==> src/rtl/sim_exit_monitor.sv <==
// rtl/sim_exit_monitor.sv - multi-channel tohost exit monitor with cycle watchdog
// Latches the first exit per hart and resolves one registered pass/fail/timeout verdict.
module sim_exit_monitor #(
  parameter int NumChannels = 4,
  parameter int TohostWidth = 32,
  parameter int CycleWidth  = 64,
  parameter int ExitMode    = 0,
  localparam int ChW        = (NumChannels > 1) ? $clog2(NumChannels) : 1,
  localparam int CodeW      = TohostWidth - 1
) (
  input  logic                               clk_i,
  input  logic                               rst_i,
  input  logic                               clear_i,
  input  logic [NumChannels-1:0]             tohost_valid_i,
  input  logic [NumChannels*TohostWidth-1:0] tohost_i,
  input  logic [CycleWidth-1:0]              max_cycles_i,
  output logic [CycleWidth-1:0]              cycles_o,
  output logic                               done_o,
  output logic                               pass_o,
  output logic                               fail_o,
  output logic                               timeout_o,
  output logic [CodeW-1:0]                   exit_code_o,
  output logic [ChW-1:0]                     first_ch_o,
  output logic [NumChannels-1:0]             ch_done_o,
  output logic [NumChannels-1:0]             ch_fail_o
);

  typedef enum logic {ST_RUN, ST_DONE} state_e;

  state_e                 r_state, w_state_nxt;
  logic [CycleWidth-1:0]  r_cycles, w_cycles_nxt;
  logic                   r_done, w_done_nxt;
  logic                   r_pass, w_pass_nxt;
  logic                   r_fail, w_fail_nxt;
  logic                   r_timeout, w_timeout_nxt;
  logic [CodeW-1:0]       r_exit_code, w_exit_code_nxt;
  logic [ChW-1:0]         r_first_ch, w_first_ch_nxt;
  logic [NumChannels-1:0] r_ch_done, w_ch_done_nxt;
  logic [NumChannels-1:0] r_ch_fail, w_ch_fail_nxt;
  logic [CodeW-1:0]       r_code [NumChannels];
  logic [CodeW-1:0]       w_code_nxt [NumChannels];

  logic [NumChannels-1:0] w_exit;
  logic [ChW-1:0]         w_new_ch, w_fail_ch;
  logic [CodeW-1:0]       w_new_code, w_fail_code;
  logic                   w_any_fail, w_complete, w_timeout_hit;

  always_comb begin
    w_state_nxt     = r_state;
    w_cycles_nxt    = r_cycles;
    w_done_nxt      = r_done;
    w_pass_nxt      = r_pass;
    w_fail_nxt      = r_fail;
    w_timeout_nxt   = r_timeout;
    w_exit_code_nxt = r_exit_code;
    w_first_ch_nxt  = r_first_ch;
    w_ch_done_nxt   = r_ch_done;
    w_ch_fail_nxt   = r_ch_fail;
    w_code_nxt      = r_code;
    w_exit          = '0;
    w_new_ch        = '0;
    w_new_code      = '0;
    w_fail_ch       = '0;
    w_fail_code     = '0;
    w_any_fail      = 1'b0;
    w_complete      = 1'b0;
    w_timeout_hit   = 1'b0;
    case (r_state)
      ST_RUN: begin
        if (r_cycles != '1) w_cycles_nxt = r_cycles + CycleWidth'(1);
        // Descending scan so the lowest index is the last (winning) assignment.
        for (int c = NumChannels - 1; c >= 0; c--) begin
          if (tohost_valid_i[c] && tohost_i[c*TohostWidth] && !r_ch_done[c]) begin
            w_exit[c]        = 1'b1;
            w_ch_done_nxt[c] = 1'b1;
            w_code_nxt[c]    = tohost_i[c*TohostWidth+1 +: CodeW];
            w_ch_fail_nxt[c] = (w_code_nxt[c] != '0);
            w_new_ch         = ChW'(c);
            w_new_code       = w_code_nxt[c];
          end
          if (w_ch_fail_nxt[c]) begin
            w_any_fail  = 1'b1;
            w_fail_ch   = ChW'(c);
            w_fail_code = w_code_nxt[c];
          end
        end
        w_timeout_hit = (max_cycles_i != '0) && (w_cycles_nxt >= max_cycles_i);
        w_complete    = (ExitMode == 0) ? (|w_exit) : (&w_ch_done_nxt);
        if (w_complete) begin
          w_state_nxt   = ST_DONE;
          w_done_nxt    = 1'b1;
          w_timeout_nxt = 1'b0;
          if (ExitMode == 0) begin
            w_exit_code_nxt = w_new_code;
            w_first_ch_nxt  = w_new_ch;
            w_fail_nxt      = (w_new_code != '0);
          end else if (w_any_fail) begin
            w_exit_code_nxt = w_fail_code;
            w_first_ch_nxt  = w_fail_ch;
            w_fail_nxt      = 1'b1;
          end else begin
            w_exit_code_nxt = '0;
            w_first_ch_nxt  = w_new_ch;
            w_fail_nxt      = 1'b0;
          end
          w_pass_nxt = !w_fail_nxt;
        end else if (w_timeout_hit) begin
          w_state_nxt     = ST_DONE;
          w_done_nxt      = 1'b1;
          w_timeout_nxt   = 1'b1;
          w_fail_nxt      = 1'b1;
          w_pass_nxt      = 1'b0;
          w_exit_code_nxt = '0;
          w_first_ch_nxt  = '0;
        end
      end
      ST_DONE: begin
      end
      default: w_state_nxt = ST_RUN;
    endcase
  end

  always_ff @(posedge clk_i) begin
    if (rst_i || clear_i) begin
      r_state     <= ST_RUN;
      r_cycles    <= '0;
      r_done      <= 1'b0;
      r_pass      <= 1'b0;
      r_fail      <= 1'b0;
      r_timeout   <= 1'b0;
      r_exit_code <= '0;
      r_first_ch  <= '0;
      r_ch_done   <= '0;
      r_ch_fail   <= '0;
      for (int c = 0; c < NumChannels; c++) r_code[c] <= '0;
    end else begin
      r_state     <= w_state_nxt;
      r_cycles    <= w_cycles_nxt;
      r_done      <= w_done_nxt;
      r_pass      <= w_pass_nxt;
      r_fail      <= w_fail_nxt;
      r_timeout   <= w_timeout_nxt;
      r_exit_code <= w_exit_code_nxt;
      r_first_ch  <= w_first_ch_nxt;
      r_ch_done   <= w_ch_done_nxt;
      r_ch_fail   <= w_ch_fail_nxt;
      for (int c = 0; c < NumChannels; c++) r_code[c] <= w_code_nxt[c];
    end
  end

  assign cycles_o    = r_cycles;
  assign done_o      = r_done;
  assign pass_o      = r_pass;
  assign fail_o      = r_fail;
  assign timeout_o   = r_timeout;
  assign exit_code_o = r_exit_code;
  assign first_ch_o  = r_first_ch;
  assign ch_done_o   = r_ch_done;
  assign ch_fail_o   = r_ch_fail;

endmodule

==> config.mk <==
export PLATFORM = sky130hd
export DESIGN_NAME = sim_exit_monitor
export DESIGN_NICKNAME = d
export VERILOG_FILES = /design/src/rtl/sim_exit_monitor.sv
export SDC_FILE = /design/constraint.sdc
export NUM_CORES = 1
export LEC_CHECK = 0
export ABC_AREA = 1
export CELL_PAD_IN_SITES_DETAIL_PLACEMENT = 1
export CELL_PAD_IN_SITES_GLOBAL_PLACEMENT = 1
export CORE_MARGIN = 2
export CORE_UTILIZATION = 33
export DETAILED_ROUTE_END_ITERATION = 16
export PLACE_DENSITY = 0.88
export RECOVER_POWER = 100
export SYNTH_ARGS = -nofsm -noshare
export SYNTH_HDL_FRONTEND = slang
export SYNTH_SLANG_ARGS = --single-unit
==> constraint.sdc <==
create_clock -name clk_i -period 4 [get_ports clk_i]
set_input_delay 0.6 -clock clk_i [delete_from_list [all_inputs] [get_ports clk_i]]
set_output_delay 0.6 -clock clk_i [all_outputs]
set_load 0.01 [all_outputs]
==> metrics.txt, run 1 <==
critical path arrival 4.10 ns; CP Data Required Time 4.22 ns; Reg clk slew, reported paths 0.09 ns; Post-synth ARST share 0%; Core ar. 30,350 µm²; Mapped Nets approximately 1,900; Synth warnings 0; DP HPWL 39,230 µm; drt initial violations 693; Post-synth EDFFs 0; total gr overflow 0; CTS Hold Bufs 0; count of cell types in the netlist 46; CTS Sinks 110; global placer's final weighted congestion 0.9888; worst-path cell chain nand2_1 > nor3_4 > nand2_1 > nor3b_1 > nand4_1 > nor2_2 > xor2_1 > nand2_2 > ha_1 > nand2_1 > nor2_1 > nand2_1 > nor3_2 > buf_4 > nand2_1 > nor2_1 > nand2_1 > nand2_1 > nand2_1 > nand2_2 > nand2_2 > clkbuf_16 > nand2_1 > a21oi_1; vias per cell approximately 5.3; busiest grt layer met2; Total Power 3072 µW; top_reg_cell synth dfxtp_1; Clk Latency, worst-skew pair 0.36 ns; met2 Usage GRT 53.48%; Final Net Count 2,211; Root Buffer clkbuf_16; antenna-violating nets left 0; Placed Cells 2,326; Final min period 3.878 ns; synth top area cells dfxtp_1 22%, nand2_1 11%, inv_1 9.0%; final setup margin around 0.12 ns; fin area roughly 14,000 µm²; Die X about 180 µm; cells after synthesis 1,630; CP max FO 17; register area share after synthesis ~22%; row count 64; Avg WL per Cell around 20 µm; power per cell area 212.6 nW/µm²; Starting Density 33.24%; Die Area 31,990 µm²; failing checks max-capacitance violations, max-slew violations; Crit path max-delay family simple AND/OR/NAND/NOR gates; syn_area_per_cell 6.189 µm²; Slew Viols, Final 55; Filler Cells Inserted 3,972; # Max-Cap Violations 1; first-pass GRT wire length 70,480 µm; final hold vios 0; Reg area 2226 µm²; via count 12,430; Worst Tran Pin Value 2.562 ns; port bufs 307; most frequent cells in the layout 283 x nand2_1, 243 x inv_1, 203 x clkdlybuf4s50_1, 197 x nor2_1, 134 x a21oi_1; most common cell after layout, fill and taps aside nand2_1; Buf/Inv on CP 2; DRT Wirelength about 48,000 µm; FMAX 0.2579 GHz; grt met3 use 6.743%; Worst Skew 0.01078 ns; leakage power 0.007267 µW; initial antenna violation count 8; dpl cell area 13,820 µm²; Crit-path slowest cell dfxtp_1; non-filler cells, final roughly 2,300; met1 Track Usage GR 30.91%; ratio of cells with drive above 1 in the final layout 12.76%; DP Worst Slack 0.07486 ns; largest net degree at the start of global routing 99; element type at the critical path end flip-flop; slew margin rel. -70.80%; Hold Path Class reg -> reg; number of remaining DRC errors 0; Yosys top cell by area dfxtp_1; GRT Total Usage between 20% and 30%; DRT Pass-1 Iters 5; Final Core Density 47.61%; crit path kind reg -> reg; Multi-input gate area 6817 µm²; status finished with violations; final cycle utilization of the critical path 96.95%; Critical Path Source Type flip-flop; Synth Cell Area 10,090 µm²; Peak VDD IR 192.2 µV; setup violators final 0; Area growth syn-to-layout 43.23%; CTS max path bufs 2; CP max stage delay 0.43 ns; Yosys top cell area share 21.83%; vias in the first global route 13,010; io pins between 300 and 400; CTS Buf Count 9; Crit path top cell by count nand2_1; CTS tree yes; H-tree depth 3; Synth Register Bits 110; die span in y 178.8 µm
-- routing by layer --
| layer | up-vias | share of wire (%) |
|---|---|---|
| li1 | 5892 | - |
| met4 | 10 | 4.6 |
| met3 | 127 | 7.1 |
| met1 | 5929 | 37 |
| met5 | - | 0.14 |
| met2 | 471 | 51 |
-- final cells by class --
type | count | area share (%)
Clock inverter | 6 | 0.3896
Inverter | 266 | 6.910
Timing Repair Buffer | 366 | 24.95
Multi-Input combinational cell | 1194 | 47.17
Sequential cell | 110 | 15.40
Antenna cell | 1 | 0.01732
Tap cell | 396 | 3.429
Clock buffer | 10 | 1.732
-- final timing paths --
| kind | from | to | slack, ns | depth (start not counted) |
|---|---|---|---|---|
| setup / recovery | cycles_o[46]$_SDFFE_PP0N_ | exit_code_o[0]$_SDFFE_PP0P_ | 0.12 | 24 |
| hold / removal | exit_code_o[22]$_SDFFE_PP0P_ | exit_code_o[22]$_SDFFE_PP0P_ | 0.47 | 2 |
| setup reg to reg | cycles_o[46]$_SDFFE_PP0N_ | exit_code_o[0]$_SDFFE_PP0P_ | 0.12 | 24 |
| hold reg to reg | exit_code_o[22]$_SDFFE_PP0P_ | exit_code_o[22]$_SDFFE_PP0P_ | 0.47 | 2 |
-- metrics by stage --
step	setup TNS, ns	hold slack, ns
after global placement	0	0.4515
after floorplan	0	0.4699
final	0	0.4677
after CTS	0	0.4749
after detailed placement	0	0.4593
after global routing	-2.754	0.4912
-- cells by family after synthesis --
logic type | share of synthesized area, %
buffers and inverters | 12.81
AND/OR/NAND/NOR | 40.10
adder cells (fa/ha/maj) | 8.062
XOR/XNOR | 4.949
AO/OA/AOI/OAI | 12.25
flip-flops | 21.83
-- flip-flops by register name, summed over array words and instances, names as in the netlist --
register and count:
ch_done_o 4, ch_fail_o 4, cycles_o 64, done_o 1, exit_code_o 31, fail_o 1, first_ch_o 2, pass_o 1
r_state 1, timeout_o 1
-- timing repair --
item,CTS,global route
endpoints found under the setup margin,0,38
gates resized for setup,0,64
buffers inserted,0,4
-- cell usage after synthesis (2+ instances only) --
cell / n
a21boi_0: 4
a21boi_1: 6
a21o_1: 2
a21oi_1: 135
buf_1: 7
buf_2: 16
buf_4: 3
buf_6: 5
clkbuf_1: 29
dfxtp_1: 110
ha_1: 65
inv_1: 243
inv_2: 23
nand2_1: 288
nand2_2: 57
nand2_4: 2
nand3_1: 89
nand3_2: 3
nand3b_1: 6
nand4_1: 48
nor2_1: 209
nor2_2: 5
nor2_4: 3
nor3_1: 31
nor3_2: 10
nor3_4: 3
nor3b_1: 2
nor4_1: 39
nor4_2: 7
o211ai_1: 2
o21a_1: 2
o21ai_0: 21
o21ai_1: 58
o21bai_1: 2
or2_0: 28
or2_2: 2
xnor2_1: 2
xor2_1: 55
-- report_power, final --
group | switching [µW] | total (µW) | internal, µW
registers | 57.3 | 1190 | 1140
logic | 493 | 910 | 417
clock network | 488 | 968 | 480
-- tightest hold or removal path: cells and delay by family, from the launching register on --
family	cells	cell delay [ns]
compound gates	1	0.05
flops	1	0.32
simple gates	1	0.06
(Power assumes the default switching activity.)
==> run 2, diff against run 1 <==
Settings changed: CORE_MARGIN 2 to not set.
==> run 2 against run 1 <==
Against the previous run:
- cell area shrank 0.47%
- count of clock-buffer cells in the layout shrank 1
- first-iteration DRC count shrank 1.2%
- sequential share of layout area grew 0.072 points
- combinational power grew 0.5%
- largest cell class unchanged
- hold slack gained 0.0011 ns
- sequential cell count is the same
- critical path type unchanged
- via count shrank 0.35%
- the flow now finishes without violations
- maximum frequency grew 1.1%
==> metrics.txt, run 2 (same netlist as run 1, synthesis figures left out) <==
DP HPWL 39,270 µm (+0.12%); Largest register FFs 64 (unchanged); Hold Path Class reg -> reg; CP max FO 12 (-5); final cycle utilization of the critical path 95.90% (-1.0 points); most common cell after layout, fill and taps aside nand2_1; grt met3 use 6.916% (+0.17 points); Worst Tran Pin Value 1.386 ns (-1.176 ns); most frequent cells in the layout 285 x nand2_1, 241 x inv_1, 223 x clkdlybuf4s50_1, 201 x nor2_1, 134 x a21oi_1; hold_ws 0.4689 ns (+0.001144 ns); Reg clk slew, reported paths 0.09 ns (about the same); Clk Latency, worst-skew pair 0.38 ns (+0.02 ns); number of remaining DRC errors 0 (unchanged); CP Data Required Time 4.25 ns (+0.03 ns); Area growth syn-to-layout 42.56%; Critical Path Source Type flip-flop; DRT Wirelength 47,380 µm (-0.60%); first-pass GRT wire length 71,440 µm (+1.4%); # Max-Cap Violations 0 (-1); critical path arrival 4.09 ns (about the same); met2 Usage GRT 54.64% (+1.2 points); drt initial violations 685 (-1.2%); total gr overflow 0 (unchanged); non-filler cells, final 2,351 (+0.085%); crit path kind reg -> reg; CTS Sinks 110 (unchanged); CTS max path bufs 2 (unchanged); dpl cell area 13,830 µm² (about the same); FMAX 0.2607 GHz (+1.1%); setup violators final 0 (unchanged); met1 Track Usage GR 32.94% (+2.0 points); port bufs 307 (unchanged); ratio of cells with drive above 1 in the final layout 12.49% (-0.26 points); Final Net Count 2,220 (+0.41%); crit path launch cycles_o[40]$_SDFFE_PP0N_; Starting Density 33.77% (+0.53 points); antenna-violating nets left 0 (unchanged); vias per cell 5.268 (-0.43%); via count 12,390 (-0.35%); Register-to-Register Path Depth 22 (-8.3%); global placer's final weighted congestion 0.9826 (-0.63%); Critical Path Sink fail_o$_SDFFE_PP0P_; Slew Viols, Final 0 (-100%); io pins 308 (unchanged); setup TNS 0 ns (unchanged); final hold vios 0 (unchanged); Final min period 3.836 ns (-0.04187 ns); initial antenna violation count 3 (-5); row count 63 (-1.6%); R2R Path Start cycles_o[40]$_SDFFE_PP0N_; RR Endpoint fail_o$_SDFFE_PP0P_; slew margin rel. 7.620% (+78 points); largest net degree at the start of global routing 65 (-34%); fin area 14,380 µm² (-0.47%); CTS Hold Bufs 0 (unchanged); Root Buffer clkbuf_16; Avg WL per Cell 20.15 µm (-0.68%); busiest grt layer met2; DRT Pass-1 Iters 5 (unchanged); Peak VDD IR 196.6 µV (+2.3%); GRT Total Usage 29.87% (+0.90 points); leakage power 0.007117 µW (-2.1%); die span in y 176.8 µm (-1.1%); Core ar. 29,870 µm² (-1.6%); CTS tree yes; Worst Skew 0.01396 ns (+0.003182 ns); Die X 176.8 µm (-1.1%); CTS Buf Count 9 (unchanged); H-tree depth 3 (unchanged); element type at the critical path end flip-flop; vias in the first global route 12,860 (-1.2%); Total Power 3076 µW (+0.11%); power per cell area 213.8 nW/µm² (+0.58%); Die Area 31,270 µm² (-2.2%); diode count 0 (-1); status completed; worst reg2reg setup slack 0.16 ns (+0.04 ns); Placed Cells 2,324 (-0.086%)
run 2: cell types whose count changed in the layout (fill, tap and decap cells not counted), moves of 4 or more:
cell	previous run	this run
nor2_2	17	12
nor3_4	9	5
o21ai_1	54	58
buf_4	52	61
nor2_1	197	201
clkdlybuf4s50_1	203	223
nor3_1	19	24
nand2_2	62	58
o21ai_0	24	20
dlygate4sd3_1	104	84
run 2: worst max-delay path, cell delays in order (launching register included):
cell and delay, ns:
dfxtp_1 0.41, inv_2 0.10, nor3_1 0.42, nand2_1 0.19
nor3_1 0.34, nand4_1 0.23, xor2_1 0.20, nand2_2 0.08
ha_1 0.32, nand2_1 0.08, nor2_2 0.13, nand2_1 0.08
nor3_2 0.18, nand2_1 0.08, nor2_1 0.09, nand2_1 0.06
nand2_1 0.08, nand2_1 0.10, nand2_2 0.10, nand2_4 0.09
clkbuf_16 0.22, nand2_1 0.06, a21oi_1 0.06
run 2: worst min path at each step:
stage | slack [ns] | cells past startpoint | start | end
3_5_place_dp | 0.46 | 2 | exit_code_o[20]$_SDFFE_PP0P_ | exit_code_o[20]$_SDFFE_PP0P_
6_report | 0.47 | 2 | exit_code_o[30]$_SDFFE_PP0P_ | exit_code_o[30]$_SDFFE_PP0P_
4_1_cts | 0.47 | 2 | exit_code_o[11]$_SDFFE_PP0P_ | exit_code_o[11]$_SDFFE_PP0P_
2_1_floorplan | 0.47 | 2 | timeout_o$_SDFFE_PP0P_ | timeout_o$_SDFFE_PP0P_
5_1_grt | 0.49 | 2 | exit_code_o[30]$_SDFFE_PP0P_ | exit_code_o[30]$_SDFFE_PP0P_
3_3_place_gp | 0.45 | 2 | exit_code_o[13]$_SDFFE_PP0P_ | exit_code_o[13]$_SDFFE_PP0P_
run 2: what timing repair did:
| action | 4_1_cts | 5_1_grt |
|---|---|---|
| pin swaps | 1 | 5 |
| buffers inserted | 1 | 9 |
| endpoints found under the setup margin | 38 | 38 |
| gates cloned | 0 | 1 |
| gates resized for setup | 2 | 47 |
run 2: per-stage QoR:
stage / setup WS (ns) / util [%]
3_3_place_gp: 0.01963 / 46.28
6_report: 0.1638 / 48.14
5_1_grt: -0.05506 / 48.14
2_1_floorplan: 0.6448 / -
4_1_cts: 0.06274 / 47.33
3_5_place_dp: -0.1114 / 46.28
run 2: area by class of cell:
cell class | count | area [µm²]
clock inverters | 7 | 75.07
fillers | 3905 | 15490
inverters | 266 | 998.5
well taps | 390 | 488.0
repair buffers | 375 | 3636
flip-flops and latches | 110 | 2226
clock buffers | 9 | 225.2
multi-input cells | 1194 | 6734
run 2: layer usage:
layer,share of wire (%),wire length [µm],vias up
met5,0.057,27,-
met4,4.2,1999,4
met3,6.6,3125,104
met2,50,23680,419
met1,39,18560,5949
li1,-,-,5910
run 2: where the power goes:
group | leakage (µW) | switching [µW] | total [µW] | internal, µW
clock network | 0.000144 | 524 | 969 | 445
logic | 0.00607 | 492 | 915 | 422
registers | 0.000901 | 54.4 | 1190 | 1140
==> run 3, diff against run 2 <==
Settings changed: CORE_UTILIZATION 33 to 44, DONT_BUFFER_PORTS set to 1, PLACE_DENSITY 0.88 to 0.86, SLEW_MARGIN set to 20.
==> run 3 against run 2 <==
Against the previous run:
- maximum frequency increased by 1.9%
- the flow now finishes with violations (max-capacitance violations, max-slew violations)
- largest power group unchanged
- worst setup slack improved by 0.073 ns
- combinational power decreased by 37%
- utilization increased by 1.4 points
- global-route usage increased by 3.4 points
- count of clock-buffer cells in the layout unchanged
- sequential share of layout area increased by 4.2 points
- total power decreased by 8.8%
==> metrics.txt, run 3 (same netlist as run 1, synthesis figures left out) <==
DRT Pass-1 Iters 9 (+4); Worst Min Path Start tohost_i[19]; final cycle utilization of the critical path 94.08% (-1.8 points); Peak VDD IR 227.7 µV (+16%); Critical Path Source Type flip-flop; Multi-input gate area 6715 µm² (-0.28%); diode count 0 (unchanged); R2R Path Start cycles_o[8]$_SDFFE_PP0N_; die span in y 153.4 µm (-13%); io pins 308 (unchanged); Sw Share 34.16% (-0.65 points); Seq pwr share 42.9% (+4.2 points); vias in the first global route 11,410 (-11%); Largest register FFs 64 (unchanged); Worst Hold Path EP ch_fail_o[0]$_SDFFE_PP0P_; number of remaining DRC errors 0 (unchanged); most frequent cells in the layout 288 x nand2_1, 244 x inv_1, 201 x nor2_1, 134 x a21oi_1, 106 x dfxtp_1; hold path depth 2 (unchanged); initial antenna violation count 0 (-3); Filler Cells Inserted 3,104 (-21%); Reg clk slew, reported paths 0.09 ns (about the same); Total Power 2806 µW (-8.8%); CTS Hold Bufs 0 (unchanged); critical path arrival 3.98 ns (-0.11 ns); power per cell area 250.8 nW/µm² (+17%); Clk Latency, worst-skew pair 0.38 ns (about the same); FMAX 0.2657 GHz (+1.9%); DRT Wirelength 39,860 µm (-16%); Pint 1848 µW (-7.8%); Root Buffer clkbuf_16; DP HPWL 32,370 µm (-18%); slew margin rel. -21.09% (-29 points); Die X 153.4 µm (-13%); Final Core Density 49.57% (+1.4 points); CP max FO 16 (+4); Starting Density 44.70% (+11 points); Worst Skew 0.01363 ns (-0.0003283 ns); vias per cell 5.748 (+9.1%); ratio of cells with drive above 1 in the final layout 12.70% (+0.21 points); Crit path top cell by count nand2_1; Final Net Count 1,936 (-13%); failing checks max-capacitance violations, max-slew violations; CP Data Required Time 4.22 ns (-0.03 ns); hold_ws 0.5071 ns (+0.03819 ns); Final min period 3.763 ns (-0.07309 ns); RR Endpoint exit_code_o[8]$_SDFFE_PP0P_; first-pass GRT wire length 61,350 µm (-14%); port bufs 0 (-100%); row count 55 (-13%); most common cell after layout, fill and taps aside nand2_1; CTS tree yes; Avg WL per Cell 20.32 µm (+0.80%); status finished with violations; CP max stage delay 0.49 ns (+0.07 ns); global placer's final weighted congestion 0.9906 (+0.81%); leakage power 0.005657 µW (-21%); Register-to-Register Path Depth 26 (+18%); Area growth syn-to-layout 10.91%; antenna-violating nets left 0 (unchanged); Comb pwr share 20.7% (-9.0 points); clock power share 36.4% (+4.9 points); via count 11,280 (-9.0%); Reg area 2207 µm² (-0.84%); element type at the critical path end flip-flop; Psw 958.5 µW (-10%); Core ar. 22,570 µm² (-24%); CTS Sinks 110 (unchanged); Worst Tran Pin Value 1.814 ns (+0.4281 ns); CTS max path bufs 2 (unchanged); worst reg2reg setup slack 0.24 ns (+0.07 ns); final hold vios 0 (unchanged); CTS Buf Count 9 (unchanged); H-tree depth 3 (unchanged); drt initial violations 638 (-6.9%); dpl cell area 10,880 µm² (-21%); Hold Path Class in -> reg; total gr overflow 0 (unchanged); setup violators final 0 (unchanged); largest net degree at the start of global routing 63 (-3.1%); Die Area 23,540 µm² (-25%); Slew Viols, Final 55 (+55); Crit-path slowest cell dfxtp_1; # Max-Cap Violations 1 (+1); fin area 11,190 µm² (-22%); crit path kind reg -> reg; GRT Total Usage 33.24% (+3.4 points)
[run 3: cell count changes in the layout (fill, tap and decap cells not counted), sizes merged]
cell / before / now
clkbuf: 12 / 49
buf: 65 / 51
clkdlybuf4s50: 223 / 0
bufinv: 0 / 1
clkinvlp: 1 / 0
dlygate4sd3: 84 / 0
[run 3: power groups by stage]
stage	Combinational, µW	Clock [µW]	Sequential, µW
after detailed placement	584	0	1230
after CTS	589	1030	1200
after floorplan	407	0	1220
after global placement	558	0	1230
final	581	1020	1200
after global routing	654	1070	1210
[run 3: worst max-delay path: cells and delay by family (launching register included)]
family | cells | cell delay (ns)
AO/OA/AOI/OAI | 1 | 0.06
flip-flops | 1 | 0.49
buffers and inverters | 4 | 0.73
AND/OR/NAND/NOR | 20 | 2.17
adder cells (fa/ha/maj) | 1 | 0.14
[run 3: timing repair]
item | in CTS | in global routing
resized for setup | 0 | 32
setup buffers | 0 | 1
setup endpoints to repair | 0 | 38
[run 3: area by class of cell]
| class | instances | area share [%] |
|---|---|---|
| Sequential cell | 110 | 19.72 |
| Inverter | 266 | 8.923 |
| Timing Repair Buffer | 91 | 5.222 |
| Clock buffer | 9 | 2.013 |
| Tap cell | 285 | 3.187 |
| Clock inverter | 7 | 0.9169 |
| Multi-Input combinational cell | 1194 | 60.01 |
[run 3: worst max-delay path by stage]
stage / slack [ns] / cells past startpoint / from / to
2_1_floorplan: 0.64 / 24 / cycles_o[0]$_SDFFE_PP0N_ / exit_code_o[5]$_SDFFE_PP0P_
3_3_place_gp: 0.10 / 24 / cycles_o[60]$_SDFFE_PP0N_ / exit_code_o[8]$_SDFFE_PP0P_
3_5_place_dp: 0.06 / 24 / cycles_o[60]$_SDFFE_PP0N_ / first_ch_o[1]$_SDFFE_PP0P_
4_1_cts: 0.02 / 24 / cycles_o[60]$_SDFFE_PP0N_ / first_ch_o[1]$_SDFFE_PP0P_
5_1_grt: -0.02 / 23 / cycles_o[16]$_SDFFE_PP0N_ / exit_code_o[2]$_SDFFE_PP0P_
6_report: 0.24 / 26 / cycles_o[8]$_SDFFE_PP0N_ / exit_code_o[8]$_SDFFE_PP0P_
[run 3: metal layers]
metal / share of wire [%] / GRT usage [%]
met2: 46 / 54.75
met4: 2.8 / 10.57
met1: 44 / 42.88
met3: 7.1 / 7.570
met5: 0 / 0
[run 3: stage by stage]
step / TNS [ns] / worst slack, ns / std cells
after floorplan: 0 / 0.6448 / 1630
after global placement: 0 / 0.1024 / 1945
after detailed placement: 0 / 0.05694 / 1945
after CTS: 0 / 0.01701 / 1961
after global routing: -0.04860 / -0.01670 / 1962
final: 0 / 0.2369 / 1962
